## src/rtl/logic_unit_pipe.sv

```systemverilog
// Selectable bitwise gate feeding an elastic valid/ready register pipeline,
// with a reduction flag, reserved-op flag and output handshake counter.
module logic_unit_pipe #(
  parameter int WIDTH  = 8,
  parameter int STAGES = 2,
  parameter int CNT_W  = 8
) (
  input  logic             clk,
  input  logic             rst_n,
  input  logic             in_valid,
  output logic             in_ready,
  input  logic [WIDTH-1:0] a,
  input  logic [WIDTH-1:0] b,
  input  logic [2:0]       op,
  output logic             out_valid,
  input  logic             out_ready,
  output logic [WIDTH-1:0] y,
  output logic             y_any,
  output logic             op_err,
  output logic [CNT_W-1:0] txn_cnt
);

  logic [STAGES-1:0] v_q;
  logic [STAGES-1:0] any_q;
  logic [STAGES-1:0] err_q;
  logic [WIDTH-1:0]  y_q [STAGES];
  logic [CNT_W-1:0]  cnt_q;

  logic [STAGES-1:0] ld;
  logic [STAGES-1:0] src_v;
  logic [STAGES-1:0] src_any;
  logic [STAGES-1:0] src_err;
  logic [WIDTH-1:0]  src_y [STAGES];

  logic [WIDTH-1:0]  res;
  logic              res_err;

  always_comb begin
    res     = '0;
    res_err = 1'b0;
    unique case (op)
      3'b000:  res = a & b;
      3'b001:  res = a | b;
      3'b010:  res = a ^ b;
      3'b011:  res = ~(a & b);
      3'b100:  res = ~(a | b);
      3'b101:  res = ~(a ^ b);
      3'b110:  res = ~a;
      default: res_err = 1'b1;
    endcase
  end

  // A stage loads when empty or when its successor drains it this cycle.
  always_comb begin
    ld = '0;
    ld[STAGES-1] = !v_q[STAGES-1] | out_ready;
    for (int k = STAGES - 2; k >= 0; k--) begin
      ld[k] = !v_q[k] | ld[k+1];
    end
  end

  always_comb begin
    src_v[0]   = in_valid;
    src_any[0] = |res;
    src_err[0] = res_err;
    src_y[0]   = res;
    for (int k = 1; k < STAGES; k++) begin
      src_v[k]   = v_q[k-1];
      src_any[k] = any_q[k-1];
      src_err[k] = err_q[k-1];
      src_y[k]   = y_q[k-1];
    end
  end

  always_ff @(posedge clk or negedge rst_n) begin
    if (!rst_n) begin
      v_q   <= '0;
      any_q <= '0;
      err_q <= '0;
      cnt_q <= '0;
      for (int k = 0; k < STAGES; k++) begin
        y_q[k] <= '0;
      end
    end else begin
      for (int k = 0; k < STAGES; k++) begin
        if (ld[k]) begin
          v_q[k] <= src_v[k];
          if (src_v[k]) begin
            y_q[k]   <= src_y[k];
            any_q[k] <= src_any[k];
            err_q[k] <= src_err[k];
          end
        end
      end
      if (out_valid && out_ready) begin
        cnt_q <= cnt_q + 1'b1;
      end
    end
  end

  assign in_ready  = ld[0];
  assign out_valid = v_q[STAGES-1];
  assign y         = y_q[STAGES-1];
  assign y_any     = any_q[STAGES-1];
  assign op_err    = err_q[STAGES-1];
  assign txn_cnt   = cnt_q;

endmodule

```

## config.mk

```make
export PLATFORM = sky130hd
export DESIGN_NAME = logic_unit_pipe
export DESIGN_NICKNAME = d
export VERILOG_FILES = /design/src/rtl/logic_unit_pipe.sv
export SDC_FILE = /design/constraint.sdc
export NUM_CORES = 1
export LEC_CHECK = 0
export ABC_AREA = 1
export ABC_CLOCK_PERIOD_IN_PS = 1600
export CORE_ASPECT_RATIO = 0.75
export CORE_MARGIN = 10
export CORE_UTILIZATION = 50
export CTS_BUF_LIST = sky130_fd_sc_hd__clkbuf_8 sky130_fd_sc_hd__clkbuf_16
export DETAILED_ROUTE_END_ITERATION = 12
export PLACE_DENSITY = 0.79
export RECOVER_POWER = 50
export SLEW_MARGIN = 20
export SYNTH_ARGS = -nofsm -noshare
export SYNTH_HDL_FRONTEND = slang
export SYNTH_SLANG_ARGS = --single-unit
```

## constraint.sdc

```tcl
create_clock -name clk -period 1.6 [get_ports clk]
set_input_delay 0.32 -clock clk [delete_from_list [all_inputs] [get_ports clk]]
set_output_delay 0.32 -clock clk [all_outputs]
set_load 0.02 [all_outputs]
```

==> flow_summary_export.csv, run 1 <==
group,metric,value,unit
yosys,synth-xor-area-share,0.0307,
floorplan,die_h,74.7,um
finish,area_growth,43.0,%
global_route,antenna_found_initial,0,
drt,antenna_left,0,
floorplan,core,0.00376,sq mm
cts,clock_sinks,30,
cts,cts-root-buf,"clkbuf_8",
sta,max_slew_margin,0.527,
yosys,seq_area_frac_synth,0.376,
yosys,synth-edff-count,0,
finish,layout-drive-gt1-share,0.219,
placement,detailed_place_hpwl,3.94,mm
yosys,synth_top_area_frac,0.376,
yosys,syn_avg_cell_area,7.59,sq um
sta,rsz0062_at_grt,"true",
yosys,syn_nets,303,
sta,setup_viol,1,
critical_path,cp_max_fo,3,
sta,report.final.slew_viol_count,0,
pwr,power.density,998,mW/mm^2
finish,diodes,0,
yosys,synth_cells,263,
sta,post-route-period-util,1.01,
sta,finalHoldViolCount,0,
yosys,yosys-mux-area-fraction,0.0338,
pwr,max-vdd-ir-drop,0.819,mV
finish,nets,386,
yosys,async_flop_share,1.00,
cts,clock_latency,0.28,ns
sta,worst_slack,-0.00941,ns
finish,nFillCells,295,
critical_path,rr_worst_depth,5,
sta,max_freq,621,MHz
critical_path,cp-start-kind,"input port",
sta,min_period,1.61,ns
placement,place_congestion,0.917,
hold_path,hold_path_end,"txn_cnt[7]",
cts,htree_levels,2,
floorplan,fp.dieArea,0.00695,sq mm
yosys,synth_compound_area_frac,0.0551,
drt,drt_iter0_drc,87,
drt,vias_per_cell,5.01,
global_route,grt_pass1_wl,8.85,mm
drt,wl,5.29,mm
yosys,ys_types,27,
outcome,status,"complete, but fails checks",
cts,numCtsBuffers,5,
critical_path,r2r_setup_slack,0.18,ns
yosys,synth_area,0.00200,sq mm
finish,final_common_cell,"nand2_1",
drt,drc,0,
global_route,grt_max_degree,31,
yosys,synth-simple-area-share,0.292,
sta,tightestPinTransition,0.709,ns
outcome,violations,"setup timing",
cts,cts_buffer_depth,2,
placement,dp.cells,389,
critical_path,cp_data_required_time,1.77,ns
yosys,ys.flop_type,"dfrtp_1",
yosys,synth_adder_area_share,0.107,
pwr,power_leakage,1.55,nW
yosys,synth_area_leaders,"dfrtp_1, ha_1, nand2_1",
drt,vias,1999,
global_route,grt_pass1_vias,1909,
drt,first_pass_iters,4,
finish,layout_common_cells,"nand2_1, buf_4, inv_1, nor2_1, dfrtp_1",
floorplan,fp-row-count,19,
yosys,yosys.area.top_type,"dfrtp_1",
floorplan,io_pins,43,
hold_path,hold_class,"reg -> reg",
yosys,yosysWarnings,0,
critical_path,crit-reg2reg-launch,"v_q[1]",
cts,cts_tree,"done",
run,max-cap-violations,0,
critical_path,crit_arrival,1.78,ns
hold_path,hold_depth,1,
drt,wl_per_cell,13.2,um
critical_path,reg2reg_to,"txn_cnt[7]",
floorplan,start_util,0.532,
hold_path,holdCritStartpoint,"txn_cnt[7]",
placement,port_buffers,42,
sta,setup_tns,-0.00941,ns
critical_path,cp-end-kind,"flop",
finish,post-route-util,0.760,
yosys,synth_top_family_by_area,"simple AND/OR/NAND/NOR gates",
sta,finClkSkew,0.00471,ns
yosys,ys_seq_elements,30,
floorplan,die_x,93.0,um
finish,final_cells,399,
cts,path_clk_slew,0.06,ns
global_route,gr-usage-all-layers,0.156,
critical_path,path_class,"in -> reg",
global_route,grt-ovfl-total,0,
## cells in the mapped netlist, types with 4 or more instances
cell type  count
nand2_1       50
inv_1         36
nor2_1        34
dfrtp_1       30
nand3_1       28
ha_1          17
o21ai_0       15
nand4_1       11
mux2_2         6
xor2_1         5
buf_2          4
## layer usage
| layer | global-route usage | vias up | part of all wire |
|---|---|---|---|
| met4 | 0.0461 | 0 | 0.013 |
| li1 | - | 1006 | - |
| met1 | 0.188 | 932 | 0.46 |
| met5 | 0 | - | 0 |
| met2 | 0.253 | 52 | 0.47 |
| met3 | 0.0626 | 9 | 0.058 |
## area by class of cell
class,instances,area (sq um),share of cell area
clock buffer,6,82.6,0.0289
clock inverter,2,8.76,0.00307
inverter,41,154,0.0539
multi-input combinational,183,1100,0.385
sequential,30,751,0.263
tap,52,65.1,0.0228
timing repair buffer,85,694,0.243
## critical path, cell delays in order
cell           delay [ns]
dlygate4sd3_1        0.59
nand2_1              0.11
nor3_2               0.25
nand3_1              0.15
nand3b_1             0.21
xnor2_1              0.14
## where the power goes
part	switching [mW]	internal [mW]
clock	0.281	0.340
combinational	0.640	0.477
sequential	0.151	0.960
## through the flow
step	hold slack (ns)	setup slack [ns]	area, sq um	total power [mW]
global placement	0.460	-0.361	2730	2.26
detailed placement	0.462	-0.370	2730	2.31
global route	0.482	-0.0661	2860	3.03
finish	0.467	-0.00941	2860	2.85
floorplan	0.0244	0.143	2000	1.69
CTS	0.448	0.00341	2870	2.91
## how the worst max path moves through the flow
stage	from	end	slack, ns	cells after the start
finish	out_ready	txn_cnt[7]	-0.009	6
global route	b[2]	any_q[0]	-0.07	10
CTS	a[4]	any_q[0]	0.003	12
detailed placement	op[1]	any_q[0]	-0.37	12
global placement	op[1]	any_q[0]	-0.36	11
floorplan	v_q[1]	src_y[0]	0.14	4
## registers in the layout (all words and copies together) (netlist names)
signal,count
txn_cnt,8
any_q,2
src_y,8
y,8
err_q,2
v_q,2
## what timing repair did
| item | in CTS | in global routing |
|---|---|---|
| gates resized for setup | 29 | 16 |
| cloned | 0 | 0 |
| hold endpoints to repair | 0 | 0 |
| endpoints found under the setup margin | 10 | 11 |
| buffers inserted | 2 | 0 |
| hold buffers | 0 | 0 |
| pin swaps | 11 | 6 |
## kinds of logic (layout without fill, tap and decap cells)
kind of cell	count (synthesis)	in the layout
AOI/OAI and AO/OA	21	21
adders and majority gates	17	17
and+or+nand+nor	132	132
muxes	6	6
xor gates and xnor gates	7	7
DFF	30	30
buffers and inverters	50	134
Power figures use the tool's default switching activity.
==> run 2: changes to the inputs <==
--- a/config.mk
+++ b/config.mk
@@ -8,7 +8,6 @@
 export ABC_AREA = 1
 export ABC_CLOCK_PERIOD_IN_PS = 1600
 export CORE_ASPECT_RATIO = 0.75
-export CORE_MARGIN = 10
 export CORE_UTILIZATION = 50
 export CTS_BUF_LIST = sky130_fd_sc_hd__clkbuf_8 sky130_fd_sc_hd__clkbuf_16
 export DETAILED_ROUTE_END_ITERATION = 12
==> run 2 against run 1 <==
The run now ends clean. First-iteration DRC count increased by 130%. Clock power about the same. Cell count down 0.25%. Via count grew 3.3%. Die area decreased by 39%. Critical path type unchanged.
==> flow_summary_export.csv, run 2 (synthesis results as in run 1) <==
group,metric,value,unit
sta,max_slew_margin,0.511,
drt,first_pass_iters,4,
sta,max_freq,631,MHz
floorplan,die_h,56.7,um
cts,cts-root-buf,"clkbuf_8",
finish,layout_common_cells,"nand2_1, buf_4, dfrtp_1",
sta,finClkSkew,0.00806,ns
cts,cts_buffer_depth,2,
cts,hold_buffers,0,
sta,setup_tns,0,ns
global_route,grt_pass1_vias,1969,
sta,tightestPinTransition,0.734,ns
finish,diodes,0,
cts,clock_latency,0.29,ns
finish,nets,385,
drt,wl,5.49,mm
floorplan,core,0.00373,sq mm
placement,port_buffers,42,
cts,path_clk_slew,0.07,ns
cts,clock_sinks,30,
pwr,max-vdd-ir-drop,0.963,mV
global_route,grt-ovfl-total,0,
drt,vias_per_cell,5.19,
hold_path,hold_depth,1,
drt,vias,2065,
sta,report.final.slew_viol_count,0,
pwr,total_power,2.92,mW
finish,final_common_cell,"nand2_1",
pwr,power_leakage,1.54,nW
finish,layout-drive-gt1-share,0.251,
sta,finalHoldViolCount,0,
placement,detailed_place_hpwl,3.72,mm
sta,rsz0062_at_grt,"true",
hold_path,holdCritStartpoint,"txn_cnt[7]",
hold_path,hold_class,"reg -> reg",
critical_path,cp-start-kind,"input port",
global_route,gr-usage-all-layers,0.273,
critical_path,crit-reg2reg-launch,"v_q[1]",
cts,numCtsBuffers,5,
finish,final_cells,398,
floorplan,start_util,0.535,
drt,drc,0,
floorplan,die_x,75.0,um
critical_path,crit_arrival,1.76,ns
finish,nFillCells,270,
floorplan,fp.dieArea,0.00425,sq mm
finish,post-route-util,0.786,
drt,wl_per_cell,13.8,um
outcome,status,"complete, no violations",
cts,htree_levels,2,
pwr,power.density,997,mW/mm^2
drt,antenna_left,0,
floorplan,fp-row-count,19,
finish,area_growth,46.9,%
critical_path,path_class,"in -> reg",
placement,place_congestion,0.888,
critical_path,reg2reg_to,"txn_cnt[7]",
global_route,grt_pass1_wl,8.80,mm
placement,dp.cells,388,
critical_path,cp_max_fo,2,
floorplan,io_pins,43,
global_route,grt_max_degree,31,
critical_path,cp-end-kind,"flop",
critical_path,rr_worst_depth,5,
sta,post-route-period-util,0.991,
critical_path,cp_data_required_time,1.78,ns
global_route,antenna_found_initial,0,
sta,setup_viol,0,
sta,min_period,1.59,ns
hold_path,hold_path_end,"txn_cnt[7]",
cts,cts_tree,"done",
run,max-cap-violations,0,
critical_path,r2r_setup_slack,0.29,ns
drt,drt_iter0_drc,198,
==> run 2: cell type report <==
cell class	count	area, sq um	share of cell area
flip-flops and latches	30	751	0.256
multi-input cells	183	1150	0.392
well taps	52	65.1	0.0222
repair buffers	84	723	0.246
clock inverters	2	8.76	0.00299
inverters	41	154	0.0525
clock buffers	6	82.6	0.0281
==> run 2: through the flow <==
stage / hold slack, ns / cell area [sq um] / setup WS (ns)
after floorplan: 0.0244 / 2000 / 0.143
after global placement: 0.461 / 2750 / -0.341
after detailed placement: 0.467 / 2750 / -0.369
after CTS: 0.434 / 2910 / 0.00289
after global routing: 0.499 / 2930 / -0.0988
final: 0.478 / 2930 / 0.0145
==> run 2: worst max path at each step <==
stage / cells past startpoint / from / endpoint
after floorplan: 4 / v_q[1] / src_y[0]
after global placement: 11 / op[1] / any_q[0]
after detailed placement: 11 / a[3] / any_q[0]
after CTS: 1 / txn_cnt[0] / txn_cnt[0]
after global routing: 10 / b[1] / any_q[0]
final: 10 / b[1] / any_q[0]
==> run 2: what timing repair did <==
item                       CTS  global route
pin swaps                   13             9
setup buffers                2             0
gates resized for setup     27            28
gates cloned                 0             0
setup endpoints to repair    8            12
==> run 2: worst max-delay path, stage by stage <==
cell and delay (ns):
clkdlybuf4s50_1 0.48, inv_1 0.08, ha_4 0.27, nor2_1 0.04, nor2_1 0.10, nand3_1 0.10, nor2_2 0.14, nand3_1 0.09
nor2_1 0.11, nor2_1 0.05
==> run 2: where the power goes <==
part,total (mW),internal [mW],switching [mW]
sequential,1.09,0.960,0.133
clock,0.623,0.340,0.283
combinational,1.21,0.551,0.658
total,2.92,1.85,1.07
==> run 2: routing by layer <==
metal	vias up	wire length, um	GRT usage
li1	1003	-	-
met1	962	2320	0.365
met2	83	2720	0.439
met3	17	333	0.0592
met4	0	112	0.0809
met5	-	0	0
==> run 3: changes to the inputs <==
--- a/config.mk
+++ b/config.mk
@@ -8,10 +8,11 @@
 export ABC_AREA = 1
 export ABC_CLOCK_PERIOD_IN_PS = 1600
 export CORE_ASPECT_RATIO = 0.75
+export CORE_MARGIN = 2
 export CORE_UTILIZATION = 50
 export CTS_BUF_LIST = sky130_fd_sc_hd__clkbuf_8 sky130_fd_sc_hd__clkbuf_16
 export DETAILED_ROUTE_END_ITERATION = 12
-export PLACE_DENSITY = 0.79
+export DONT_BUFFER_PORTS = 1
 export RECOVER_POWER = 50
 export SLEW_MARGIN = 20
 export SYNTH_ARGS = -nofsm -noshare
==> run 3 against run 2 <==
Fmax increased by 5.2%. Global-route usage fell by 8.6 points. Clock skew fell by 0.0071 ns. Worst setup slack better by 0.078 ns. Non-clock buffer count down 71. Sequential power up 15%. Sequential cell count unchanged. Highest routed layer unchanged.
==> flow_summary_export.csv, run 3 (synthesis results as in run 1) <==
group,metric,value,unit
drt,highest_layer,"met4",
global_route,grt_max_degree,31,
placement,place_area,0.00209,sq mm
drt,drt_iter0_drc,53,
sta,max_slew_margin,0.528,
outcome,status,"complete, no violations",
pwr,power.density,1170,mW/mm^2
finish,layout-drive-gt1-share,0.116,
sta,post-route-period-util,0.942,
cts,cts_tree,"done",
drt,met2_length,1.67,mm
global_route,grt_pass1_wl,6.59,mm
finish,layout_common_cells,"nand2_1, inv_1, nor2_1",
sta,setup_viol,0,
cts,cts-root-buf,"clkbuf_8",
cts,clock_latency,0.27,ns
drt,dr_wl_met3,250,um
global_route,gr-usage-all-layers,0.187,
run,max-cap-violations,0,
critical_path,slowest_delay,0.39,ns
drt,vias,1642,
sta,tightestPinTransition,0.708,ns
pwr,seq_power_share,0.486,
sta,min_period,1.51,ns
critical_path,path_class,"reg -> reg",
drt,antenna_left,0,
drt,wl,3.94,mm
floorplan,fp.dieArea,0.00452,sq mm
pwr,power_leakage,1.17,nW
drt,wl_met1,1.99,mm
hold_path,hold_depth,2,
critical_path,crit_chain,"inv_1, nor3_1, nand3_1, nand3b_1, xnor2_1",
critical_path,r2r_setup_slack,0.09,ns
floorplan,die_h,58.7,um
sta,rsz0062_at_grt,"false",
pwr,p_clk_frac,0.270,
floorplan,io_pins,43,
critical_path,crit-reg2reg-launch,"txn_cnt[0]",
critical_path,cp-end-kind,"flop",
drt,vias_per_cell,5.02,
finish,diodes,0,
pwr,p_sw,911,uW
critical_path,cp_data_required_time,1.75,ns
cts,path_clk_slew,0.06,ns
critical_path,cp_slowest_cell,"nor3_1",
hold_path,hold_path_end,"err_q[0]",
finish,final_cells,327,
floorplan,fp-row-count,19,
floorplan,core,0.00373,sq mm
finish,nets,314,
drt,wl_per_cell,12.0,um
finish,stdcell_area,0.00221,sq mm
critical_path,reg2reg_to,"txn_cnt[7]",
floorplan,die_x,77.0,um
global_route,antenna_found_initial,0,
sta,finalHoldViolCount,0,
hold_path,hold_class,"in -> reg",
cts,clock_sinks,30,
pwr,internal_power,1.66,mW
cts,htree_levels,2,
placement,detailed_place_hpwl,3.03,mm
critical_path,rr_worst_depth,5,
cts,numCtsBuffers,5,
drt,first_pass_iters,4,
finish,area_growth,10.6,%
placement,place_congestion,0.885,
pwr,p_sw_frac,0.354,
pwr,pwr-share-comb,0.244,
finish,final_common_cell,"nand2_1",
floorplan,start_util,0.535,
sta,finClkSkew,0.000972,ns
critical_path,cp-start-kind,"flop",
sta,report.final.slew_viol_count,0,
placement,port_buffers,0,
global_route,grt_pass1_vias,1518,
critical_path,cp_max_fo,2,
pwr,max-vdd-ir-drop,0.861,mV
cts,cts_buffer_depth,2,
hold_path,holdCritStartpoint,"op[0]",
sta,max_freq,663,MHz
critical_path,crit_arrival,1.66,ns
drt,drc,0,
placement,dp.cells,317,
global_route,grt-ovfl-total,0,
sta,setup_tns,0,ns
[run 3: cell count changes in the layout (fill, tap and decap cells not counted), sizes merged]
cell and change:
dlymetal6s2s -8, dlygate4sd2 -14, clkdlybuf4s50 -14, clkinv -1, buf -29, inv -1, clkbuf -4
[run 3: stage by stage]
step	hold WS, ns	total power, mW	setup WS, ns	util
5_1_grt	0.228	2.74	0.0288	0.592
4_1_cts	0.209	2.62	0.104	0.597
2_1_floorplan	0.0244	1.69	0.143	-
6_report	0.215	2.57	0.0924	0.592
3_5_place_dp	0.0250	1.89	0.147	0.559
3_3_place_gp	0.0250	1.88	0.136	0.559
[run 3: layer usage]
metal	global-route usage	vias to the layer above
met5	0	-
li1	-	863
met1	0.246	745
met4	0.0536	0
met3	0.0660	4
met2	0.297	30
[run 3: cell type report]
class,count,area (sq um)
Tap cell,52,65.1
Fill cell,345,1520
Clock buffer,8,110
Sequential cell,30,751
Timing Repair Buffer,13,93.8
Inverter,41,154
Multi-Input combinational cell,183,1030
[run 3: power by group through the flow]
stage / clock, mW / combinational, mW / sequential [mW]
finish: 0.695 / 0.629 / 1.25
global route: 0.752 / 0.711 / 1.27
CTS: 0.716 / 0.647 / 1.25
detailed placement: 0 / 0.620 / 1.27
global placement: 0 / 0.616 / 1.26
floorplan: 0 / 0.400 / 1.29
[run 3: timing repair]
action | CTS | global route
resized for setup | 0 | 0
setup buffers | 0 | 0
hold endpoints to repair | 30 | 0
hold buffers | 2 | 0
[run 3: how the worst max path moves through the flow]
stage,slack [ns],end,depth (start not counted),from
after floorplan,0.14,src_y[0],4,v_q[1]
after detailed placement,0.15,any_q[0],10,a[6]
after CTS,0.10,txn_cnt[7],5,txn_cnt[0]
after global routing,0.03,txn_cnt[7],5,txn_cnt[1]
final,0.09,txn_cnt[7],5,txn_cnt[0]
after global placement,0.14,any_q[0],10,a[5]
[run 3: critical path, delay by kind of cell, from the launching register on]
family | cells | cell delay, ns
xor gates and xnor gates | 1 | 0.15
and+or+nand+nor | 3 | 0.83
buffers and inverters | 1 | 0.06
DFF | 1 | 0.35
